==> src/rtl/fetch_unit.sv <==
// Instruction fetch unit: fetches the word at the current PC over a req/gnt/rvalid port, then strobes PC+4 back to the PC register.
// Optional FETCH_UNIT_TIMEOUT_EN adds a REQ/WAIT watchdog that faults with cause 10 after TIMEOUT_CYCLES.
module fetch_unit #(
  parameter int unsigned TIMEOUT_CYCLES = 16
) (
  input  logic        i_clk,
  input  logic        i_srst,
  input  logic [31:0] i_pc,
  input  logic        i_fetchStart,
  input  logic        i_faultClr,
  output logic        o_memReq,
  output logic [31:0] o_memAddr,
  input  logic        i_memGnt,
  input  logic        i_memRvalid,
  input  logic [31:0] i_memRdata,
  output logic [31:0] o_instr,
  output logic [31:0] o_oldPc,
  output logic [31:0] o_pcPlus4,
  output logic        o_pcWrite,
  output logic        o_instrValid,
  output logic        o_busy,
  output logic        o_fault,
  output logic [1:0]  o_faultCause
);

  localparam int unsigned XLEN  = 32;
  localparam int unsigned CNT_W = 8;
  localparam logic [XLEN-1:0] NOP_INSTR    = 32'h0000_0013;
  localparam logic [XLEN-1:0] INSTR_BYTES  = 32'd4;
  localparam logic [1:0]      CAUSE_NONE   = 2'b00;
  localparam logic [1:0]      CAUSE_MISAL  = 2'b01;
  localparam logic [1:0]      CAUSE_TMO    = 2'b10;

  if (TIMEOUT_CYCLES < 2 || TIMEOUT_CYCLES > 255) begin : g_bad_timeout
    $error("fetch_unit: TIMEOUT_CYCLES must be in 2..255");
  end

  // S_RESP holds the captured read data for one cycle before it is published.
  typedef enum logic [2:0] {
    S_IDLE,
    S_REQ,
    S_WAIT,
    S_RESP,
    S_FAULT
  } state_e;

  state_e          state_q, state_d;
  logic [XLEN-1:0] addr_q, addr_d;
  logic [XLEN-1:0] rdata_q, rdata_d;
  logic            mem_req_q, mem_req_d;
  logic [XLEN-1:0] instr_q, instr_d;
  logic [XLEN-1:0] old_pc_q, old_pc_d;
  logic [XLEN-1:0] pc_plus4_q, pc_plus4_d;
  logic            pc_write_q, pc_write_d;
  logic            instr_valid_q, instr_valid_d;
  logic            busy_q, busy_d;
  logic            fault_q, fault_d;
  logic [1:0]      cause_q, cause_d;

`ifdef FETCH_UNIT_TIMEOUT_EN
  localparam logic [CNT_W-1:0] TMO_LIMIT = CNT_W'(TIMEOUT_CYCLES);
  logic [CNT_W-1:0] tmo_cnt_q, tmo_cnt_d;
`endif

  // Next-state and registered-output logic.
  always_comb begin
    state_d       = state_q;
    addr_d        = addr_q;
    rdata_d       = rdata_q;
    mem_req_d     = 1'b0;
    instr_d       = instr_q;
    old_pc_d      = old_pc_q;
    pc_plus4_d    = pc_plus4_q;
    pc_write_d    = 1'b0;
    instr_valid_d = 1'b0;
    busy_d        = 1'b0;
    fault_d       = fault_q;
    cause_d       = cause_q;
`ifdef FETCH_UNIT_TIMEOUT_EN
    tmo_cnt_d     = tmo_cnt_q;
`endif

    unique case (state_q)
      S_IDLE: begin
        if (i_fetchStart) begin
          if (i_pc[1:0] == 2'b00) begin
            state_d   = S_REQ;
            addr_d    = i_pc;
            mem_req_d = 1'b1;
            busy_d    = 1'b1;
`ifdef FETCH_UNIT_TIMEOUT_EN
            tmo_cnt_d = '0;
`endif
          end else begin
            state_d = S_FAULT;
            fault_d = 1'b1;
            cause_d = CAUSE_MISAL;
          end
        end
      end

      S_REQ: begin
        busy_d = 1'b1;
        if (i_memGnt) begin
          state_d = S_WAIT;
        end else begin
          mem_req_d = 1'b1;
        end
`ifdef FETCH_UNIT_TIMEOUT_EN
        tmo_cnt_d = tmo_cnt_q + CNT_W'(1);
        if (tmo_cnt_d == TMO_LIMIT) begin
          state_d   = S_FAULT;
          mem_req_d = 1'b0;
          busy_d    = 1'b0;
          fault_d   = 1'b1;
          cause_d   = CAUSE_TMO;
        end
`endif
      end

      S_WAIT: begin
        busy_d = 1'b1;
        // A response in the same cycle the watchdog expires still completes.
        if (i_memRvalid) begin
          state_d = S_RESP;
          rdata_d = i_memRdata;
        end
`ifdef FETCH_UNIT_TIMEOUT_EN
        else begin
          tmo_cnt_d = tmo_cnt_q + CNT_W'(1);
          if (tmo_cnt_d == TMO_LIMIT) begin
            state_d = S_FAULT;
            busy_d  = 1'b0;
            fault_d = 1'b1;
            cause_d = CAUSE_TMO;
          end
        end
`endif
      end

      S_RESP: begin
        state_d       = S_IDLE;
        instr_d       = rdata_q;
        old_pc_d      = addr_q;
        pc_plus4_d    = addr_q + INSTR_BYTES;
        pc_write_d    = 1'b1;
        instr_valid_d = 1'b1;
      end

      S_FAULT: begin
        if (i_faultClr) begin
          state_d = S_IDLE;
          fault_d = 1'b0;
          cause_d = CAUSE_NONE;
        end
      end

      default: begin
        state_d = S_IDLE;
      end
    endcase
  end

  // State and output registers, synchronous reset.
  always_ff @(posedge i_clk) begin
    if (i_srst) begin
      state_q       <= S_IDLE;
      addr_q        <= '0;
      rdata_q       <= '0;
      mem_req_q     <= 1'b0;
      instr_q       <= NOP_INSTR;
      old_pc_q      <= '0;
      pc_plus4_q    <= '0;
      pc_write_q    <= 1'b0;
      instr_valid_q <= 1'b0;
      busy_q        <= 1'b0;
      fault_q       <= 1'b0;
      cause_q       <= CAUSE_NONE;
`ifdef FETCH_UNIT_TIMEOUT_EN
      tmo_cnt_q     <= '0;
`endif
    end else begin
      state_q       <= state_d;
      addr_q        <= addr_d;
      rdata_q       <= rdata_d;
      mem_req_q     <= mem_req_d;
      instr_q       <= instr_d;
      old_pc_q      <= old_pc_d;
      pc_plus4_q    <= pc_plus4_d;
      pc_write_q    <= pc_write_d;
      instr_valid_q <= instr_valid_d;
      busy_q        <= busy_d;
      fault_q       <= fault_d;
      cause_q       <= cause_d;
`ifdef FETCH_UNIT_TIMEOUT_EN
      tmo_cnt_q     <= tmo_cnt_d;
`endif
    end
  end

  assign o_memReq     = mem_req_q;
  assign o_memAddr    = addr_q;
  assign o_instr      = instr_q;
  assign o_oldPc      = old_pc_q;
  assign o_pcPlus4    = pc_plus4_q;
  assign o_pcWrite    = pc_write_q;
  assign o_instrValid = instr_valid_q;
  assign o_busy       = busy_q;
  assign o_fault      = fault_q;
  assign o_faultCause = cause_q;

endmodule

==> config.mk <==
export PLATFORM = sky130hd
export DESIGN_NAME = fetch_unit
export DESIGN_NICKNAME = d
export VERILOG_FILES = /design/src/rtl/fetch_unit.sv
export SDC_FILE = /design/constraint.sdc
export NUM_CORES = 1
export LEC_CHECK = 0
export CAP_MARGIN = 20
export CORE_MARGIN = 4
export CORE_UTILIZATION = 41
export DETAILED_ROUTE_END_ITERATION = 8
export GPL_TIMING_DRIVEN = 0
export PLACE_DENSITY = 0.77
export SYNTH_ARGS = -nofsm -noshare
export SYNTH_HDL_FRONTEND = slang
export SYNTH_SLANG_ARGS = --single-unit
==> constraint.sdc <==
create_clock -name i_clk -period 2.5 [get_ports i_clk]
set_input_delay 0.25 -clock i_clk [delete_from_list [all_inputs] [get_ports i_clk]]
set_output_delay 0.25 -clock i_clk [all_outputs]
set_load 0.02 [all_outputs]
# Word level (Yosys, flattened, before mapping)
# Cells that the tools add are included.
[classes]
addsub = 1
n_lt_le_gt_ge = 0
div_mod_pow = 0
n_reduce_logical = 8
mux = 20
eq_ne = 9
bitwise = 0
mul = 0
n_shift = 0
[ops]
columns = ["op", "n"]
rows = [
  ["adder 32 x 3 -> 32 bit (second input constant)", 1],
  ["2-to-1 mux 3 bit", 5],
  ["case mux 3 bit (4 select lines)", 1],
  ["inequality test 2 bit (second input constant)", 5],
  ["AND reduction 4 bit", 2],
  ["2-to-1 mux 1 bit", 7],
  ["== test 3 x 2 -> 1 bit (second input constant)", 2],
  ["2-to-1 mux 2 bit", 3],
  ["case mux 1 bit (2 select lines)", 3],
  ["case mux 2 bit (2 select lines)", 1],
  ["== test 3 x 1 -> 1 bit (second input constant)", 1],
  ["== test 3 bit (second input constant)", 1],
  ["zero test 3 bit", 1],
  ["AND reduction 3 bit", 1],
  ["zero test 2 bit", 1],
  ["AND reduction 2 bit", 1],
  ["nonzero test 2 bit", 1],
  ["OR reduction 2 bit", 1],
]
[totals]
latchBits = 0
mem_bits_ro = 0
ram_bits = 0
register_bits = 169
word_cells = 49
n_memories = 0

# Logic depth before layout (Yosys ltp)
[depth]
word_depth = 4
mapped_depth = 7
depth_no_buf = 5

# Worst setup path after synthesis
# Ideal clock, no wire load.
[synth_path]
kind = "flip-flop to flip-flop"
from = "register addr_q[7] (netlist: o_memAddr[7])"
to = "register pc_plus4_q[27] (netlist: o_pcPlus4[27])"
t_required_ns = 2.409
t_arrival_ns = 2.060
path_slack_ns = 0.349
stages_incl_launch_ff = 7
path_buffers = 2
cell_sequence = "dfxtp_1 -> buf_6 -> nand4_2 -> or4_1 -> buf_2 -> or4_1 -> a311oi_1"
[synth_via]
elab_chain_len = 1
[synth_lines]
columns = ["item", "line_no", "rtl"]
rows = [
  ["start: declaration", "48", "logic [XLEN-1:0] addr_q, addr_d;"],
  ["start signal: assignment", "184", "addr_q <= addr_d;"],
  ["adder 32 x 3 -> 32 bit", "145", "pc_plus4_d = addr_q + INSTR_BYTES;"],
  ["end signal: assignment", "189", "pc_plus4_q <= pc_plus4_d;"],
  ["end: declaration", "53", "logic [XLEN-1:0] pc_plus4_q, pc_plus4_d;"],
]
# No other way between the ends.
# A chain may end at the register's enable or synchronous reset.

# Worst setup path in the final report
[layout_path]
from = "register addr_q[2] (netlist: o_memAddr[2])"
to = "register pc_plus4_q[18] (netlist: o_pcPlus4[18])"
# The elaborated chain is that of the path after synthesis.

==> flow_summary.yaml <==
finish:
  final_core_util_pct: 61.6
  areaGrowthSynthToFinish_pct: 45.8
  fin_cells: 1249
  fill_cells: 1411
  nets: 1096
  drive_above_1_share_pct: 5.11
  num_antenna_cells: 0
timing:
  drv_slew: 0
  hold_viol_final: 0
  fin_hold_ws_ps: 372
  fin_setup_tns_ps: 0
  rsz0062_at_grt: "no"
  fmax_mhz: 431
  worst_pin_slew_ps: 805
  skew_ps: 7.17
  setup_viol: 0
  period_minus_slack_ps: 2320
  fin_crit_sh_pct: 92.8
  relSlewSlack_pct: 45.9
power_and_ir_drop:
  sw_frac_of_total_pct: 21.9
  p_comb_share_pct: 6.9
  power.total_mw: 6.06
  intPower_mw: 4.73
  pwr-share-seq_pct: 44.8
  p_per_area_nw_per_um2: 643
  vdd_drop_max_mv: 0.466
  pwr-share-clk_pct: 48.3
  power.leakage_nw: 3.10
  switchingPower_mw: 1.33
route:
  drt-initial-drc-count: 468
  wire_per_inst_um: 16.3
  via_count: 6408
  routed_wirelength_um: 20400
  first_pass_iters: 5
  ant_nets: 0
  drc: 0
  via_per_inst: 5.13
synthesis:
  syn_nets: 874
  netlist_top_cells_count: "nand2_1 (266), dfxtp_1 (165), a21oi_1 (129), clkbuf_1 (50), nor2_1 (34)"
  synthArstFlopShare_pct: 0
  synth_top_area_share_pct: 51.0
  synth.distinct_cells: 48
  syn_inst: 803
  synth_top_cell_by_area: "dfxtp_1"
  synth.most_common_cell: "nand2_1"
  syn_area_um2: 6470
  synth_area_leaders: "dfxtp_1 (51%), nand2_1 (15%), a21oi_1 (10%)"
  synth-edff-count: 0
  synth.avg_cell_area_um2: 8.06
  synth-seq-area-share_pct: 51.0
  yosys_warnings: 0
  synth-seq-cells: 165
  ys.flop_type: "dfxtp_1"
clock_tree:
  ctsLongestPathBuffers: 2
  cts_made_buffers: 17
  cts_resized: 0
  insertion_delay_ps: 420
  clkSinkCount: 165
  htree_levels: 4
  root_buffer: "clkbuf_16"
  postCtsHoldBufs: 0
  post_cts_buffers: 0
  clk_pin_slew_ps: 60
  cts_tree: "done"
setup_path:
  cp_top_family: "simple AND/OR/NAND/NOR gates"
  cp_slowest_cell: "clkbuf_1"
  worstSetupPathType: "flip-flop to flip-flop"
  rrSetupSlack_ps: 180
  cp.required_ps: 2830
  crit_buf_inv: 1
  cp.arrival_ps: 2650
  crit_chain: "ha_1 > and3_1 > clkbuf_1 > nand3_1 > or4_1 > a311oi_1"
  slowest_delay_ps: 460
  start_kind: "flip-flop"
  path_max_fanout: 10
  end_kind: "flip-flop"
die:
  fp.dieW_um: 134
  die_y_um: 134
  initial_core_util_pct: 42.3
  design.die.area_um2: 17900
  core_um2: 15300
  rows: 45
  ios: 205
grt:
  grt_overflow: 0
  antenna_found_initial: 0
  grt_max_degree: 17
  track_usage_pct: 22.3
  grt_pass1_wl_um: 31500
  grt_pass1_vias: 5858
run_status:
  status: "finished, final reports clean"
place:
  gp_congestion: 0.811
  dp.cells: 1217
  dpl.hpwl_um: 14800
  port_buffers: 203
flow_run:
  drv_cap: 0
min_path:
  min_path_type: "input pin to flip-flop"
[routing by layer]
metal | vias up | wire, µm | track usage, %
li1 | 3144 | - | -
met1 | 2969 | 9010 | 29.8
met2 | 253 | 9400 | 34.5
met3 | 42 | 1330 | 4.53
met4 | 0 | 664 | 11.0
met5 | - | 0 | 0
[kinds of logic after synthesis]
logic type / Yosys count / share of synthesized area [%]
compound gates: 179 / 16.0
xor+xnor: 13 / 1.76
fa+ha+maj: 1 / 0.193
buf+inv: 74 / 5.90
flops: 165 / 51.0
mux: 1 / 0.174
other cells: 1 / 0.0579
simple gates: 369 / 24.9
[area by class of cell]
| type | count | area [µm²] | share of cell area [%] |
|---|---|---|---|
| buffer | 70 | 367 | 3.89 |
| clock buffer | 21 | 470 | 4.99 |
| clock inverter | 11 | 195 | 2.07 |
| inverter | 4 | 15.0 | 0.159 |
| multi-input combinational | 564 | 2790 | 29.5 |
| sequential | 165 | 3300 | 35.0 |
| tap | 211 | 264 | 2.80 |
| timing repair buffer | 203 | 2030 | 21.5 |
[flip-flops by register name (all words and copies together), names as in the netlist]
signal and count:
rdata_q 32, o_memReq 1, o_instrValid 1, o_pcPlus4 30
o_oldPc 32, o_faultCause 1, state_q 3, o_memAddr 32
o_instr 32, o_busy 1
[worst paths after layout]
kind,endpoint,cells after the start,start
max reg2reg,o_pcPlus4[18]$_SDFFE_PP0P_,6,o_memAddr[2]$_SDFFE_PP0P_
max,o_pcPlus4[18]$_SDFFE_PP0P_,6,o_memAddr[2]$_SDFFE_PP0P_
min,o_memAddr[7]$_SDFFE_PP0P_,3,i_pc[7]
min reg2reg,o_instr[21]$_SDFFE_PP0P_,2,rdata_q[21]$_SDFFE_PP0P_
[worst min-delay path: stages]
cell and delay [ps]:
clkdlybuf4s50_1 400, nand2_1 50, a21oi_1 50
[power groups by stage]
stage	logic, mW	clock network, mW	registers (mW)
detailed placement	0.416	0	2.77
CTS	0.419	2.96	2.72
global route	0.451	3.06	2.72
floorplan	0.161	0	2.79
finish	0.418	2.93	2.72
global placement	0.413	0	2.77
[through the flow]
step	setup slack (ps)	area [µm²]
after floorplan	349	6470
after global placement	232	8770
after detailed placement	226	8770
after CTS	207	9430
after global routing	15.0	9430
final	181	9430
[layout by cell type, fill, tap and decap left out, types with 3 or more instances in the layout]
| master | count |
|---|---|
| a31oi_1 | 4 |
| dfxtp_1 | 165 |
| nand2_1 | 266 |
| a311oi_1 | 6 |
| o31ai_1 | 7 |
| clkinvlp_4 | 3 |
| o21bai_1 | 4 |
| o31a_1 | 8 |
| a211oi_1 | 13 |
| or4_1 | 9 |
| nor2_1 | 34 |
| bufinv_16 | 5 |
| xor2_1 | 10 |
| nand3b_1 | 4 |
| buf_1 | 3 |
| buf_6 | 7 |
| a21oi_1 | 129 |
| clkbuf_16 | 17 |
| buf_4 | 5 |
| clkbuf_1 | 51 |
| and3_1 | 4 |
| nand3_1 | 10 |
| and4_1 | 4 |
| nor3b_1 | 4 |
| clkdlybuf4s50_1 | 203 |
| xnor2_1 | 3 |
| nor4_1 | 7 |
| clkbuf_8 | 6 |
| nor3_1 | 5 |
| nand4_1 | 8 |
| inv_1 | 4 |
(Power assumes the default switching activity.)
==> patch: new RTL, config.mk and constraints unchanged <==
Add a define of `FETCH_UNIT_TIMEOUT_EN`.
--- a/src/rtl/fetch_unit.sv
+++ b/src/rtl/fetch_unit.sv
@@ -2,2 +2,4 @@
 // Optional FETCH_UNIT_TIMEOUT_EN adds a REQ/WAIT watchdog that faults with cause 10 after TIMEOUT_CYCLES.
+`define FETCH_UNIT_TIMEOUT_EN
+
 module fetch_unit #(
Check against the original RTL: same outputs for any inputs over 4 cycles, from zero or initial values and one cycle with i_srst high; that may be too few to reach the edited logic, so the function may still have changed.
==> patch against the original RTL <==
Sequential cell count is 10 higher; die area is 7.4% higher; design area is 4.8% higher; area after synthesis grew 7.8%; worst hold slack worse by 0.031 ns; worst setup slack got worse by 0.0067 ns; sequential share of layout area increased by 0.41 points; wire length grew 6.9%; first-iteration DRC count shrank 13%; critical path type unchanged; critical endpoint is now o_pcPlus4[22]; highest routed layer unchanged.
Power is not compared: it rests on default switching activity, and its combinational part moved more than twofold at a synthesized area within 25%.
==> patch: results (changes against the original RTL) <==
Post-Place Worst Slack -> -0.527 ns (was 0.226 ns)
Crit path max-delay family -> simple AND/OR/NAND/NOR gates (unchanged)
Pwr dens -> 719 nW/um^2
Met3 usage -> 0.0822 (was 0.0453)
Seq area share -> 0.354 (was 0.350)
Largest net degree at the start of global routing -> 17 (unchanged)
Clock buffers -> 19 (was 21)
Vias in the first global route -> 6568 (was 5858)
Post-synth top cells -> nand2_1 (273), dfxtp_1 (175), a21oi_1 (133) (was nand2_1 (266), dfxtp_1 (165), a21oi_1 (129))
Least-Margin Pin Slew -> 0.708 ns (was 0.805 ns)
Worst Skew -> 0.0109 ns (was 0.00717 ns)
Signal inverters -> 8 (was 4)
Fillers -> 1475 (was 1411)
Maximum VDD drop -> 0.000517 V
Pre-Repair DR Iteration Count -> 5 (unchanged)
Worst-Skew Late Latency -> 0.42 ns (about the same)
M1 WL -> 9.23 mm (was 9.01 mm)
Non-clock buffer share of cell area -> 0.236 (was 0.254)
Worst path max stage delay -> 0.51 ns (was 0.46 ns)
GR Util All Layers -> 0.225 (was 0.223)
Total wire length -> 21.8 mm (was 20.4 mm)
Multi-input combinational area share -> 0.322 (was 0.295)
GRT met2 Usage -> 0.360 (was 0.345)
Yosys warns -> 0 (unchanged)
Std-Cell Rows -> 47 (was 45)
Antenna cells -> 0 (unchanged)
Number of non-clock buffers -> 274 (was 273)
Root buf cell -> clkbuf_16 (unchanged)
DPL Wire Length -> 16.1 mm (was 14.8 mm)
FFs & Latches -> 175 (was 165)
Clock network area share -> 0.0567 (was 0.0706)
Multi-input gates -> 621 (was 564)
Post-route minimum period -> 2.33 ns (was 2.32 ns)
Unique cell type count in the Yosys netlist -> 52 (was 48)
First-pass GRT wire length -> 35.0 mm (was 31.5 mm)
Final Net Count -> 1169 (was 1096)
Placed inst area -> 9290 um^2 (was 8770 um^2)
Routed length on met2 -> 10.1 mm (was 9.40 mm)
GRT met1 Usage -> 0.280 (was 0.298)
Routed wl met3 -> 1.97 mm (was 1.33 mm)
Share of layout cells above drive strength 1 -> 0.0559 (was 0.0511)
H-tree levels -> 4 (unchanged)
Status -> finished clean (unchanged)
Syn nets -> 946 (was 874)
Slowest CP cell -> dfxtp_1 (was clkbuf_1)
CP max FO -> 8 (was 10)
Placer Congestion -> 0.872 (was 0.811)
Initial DRC count -> 408 (was 468)
Register area share after synthesis -> 0.502 (was 0.510)
Top cells by area, synth -> dfxtp_1 (50%), nand2_1 (15%), a21oi_1 (9.5%), clkbuf_1 (3.4%), a211oi_1 (3.0%) (was dfxtp_1 (51%), nand2_1 (15%), a21oi_1 (10%), clkbuf_1 (2.9%), nor2_1 (2.0%))
Synth async-reset ratio -> 0 (unchanged)
DR vias/cell -> 5.18 (was 5.13)
patch: changes by cell type in the layout (fill, tap and decap cells not counted), sizes merged, moves of 9 or more:
| cell | unedited run | this run |
|---|---|---|
| a211oi | 13 | 28 |
| xnor2 | 3 | 16 |
| dfxtp | 165 | 175 |
| buf | 17 | 8 |
patch: logic make-up after synthesis:
kind of cell | count (synthesis) | share of synthesized area
buffers and inverters | 78 | 0.0448
AO/OA/AOI/OAI | 197 | 0.170
flip-flops | 175 | 0.502
AND/OR/NAND/NOR | 394 | 0.243
adder cells (fa/ha/maj) | 2 | 0.00358
multiplexers | 3 | 0.00448
XOR/XNOR | 25 | 0.0314
patch: repair_timing:
item / CTS / global route
endpoints found under the setup margin: 120 / 78
pin swaps: 0 / 1
setup buffers: 0 / 1
gates resized for setup: 4 / 19
patch: metrics by stage:
| step | hold WS, ns | TNS, ns | cells |
|---|---|---|---|
| after global routing | 0.354 | 0 | 1330 |
| after floorplan | 0.386 | 0 | 874 |
| final | 0.341 | 0 | 1330 |
| after CTS | 0.339 | 0 | 1329 |
| after detailed placement | 0.444 | -19.19 | 1297 |
| after global placement | 0.436 | -17.61 | 1297 |
patch: final timing paths:
path / start / to / depth (start not counted)
max: o_memAddr[2] / o_pcPlus4[22] / 7
min: i_srst / o_pcPlus4[6] / 2
max reg2reg: o_memAddr[2] / o_pcPlus4[22] / 7
min reg2reg: rdata_q[21] / o_instr[21] / 2
patch: power by group:
| group | internal, mW | switching [mW] | total [mW] |
|---|---|---|---|
| clock | 1.39 | 1.15 | 2.54 |
| combinational | 0.596 | 0.878 | 1.47 |
| sequential | 2.96 | 0.133 | 3.10 |
| total | 4.95 | 2.16 | 7.11 |
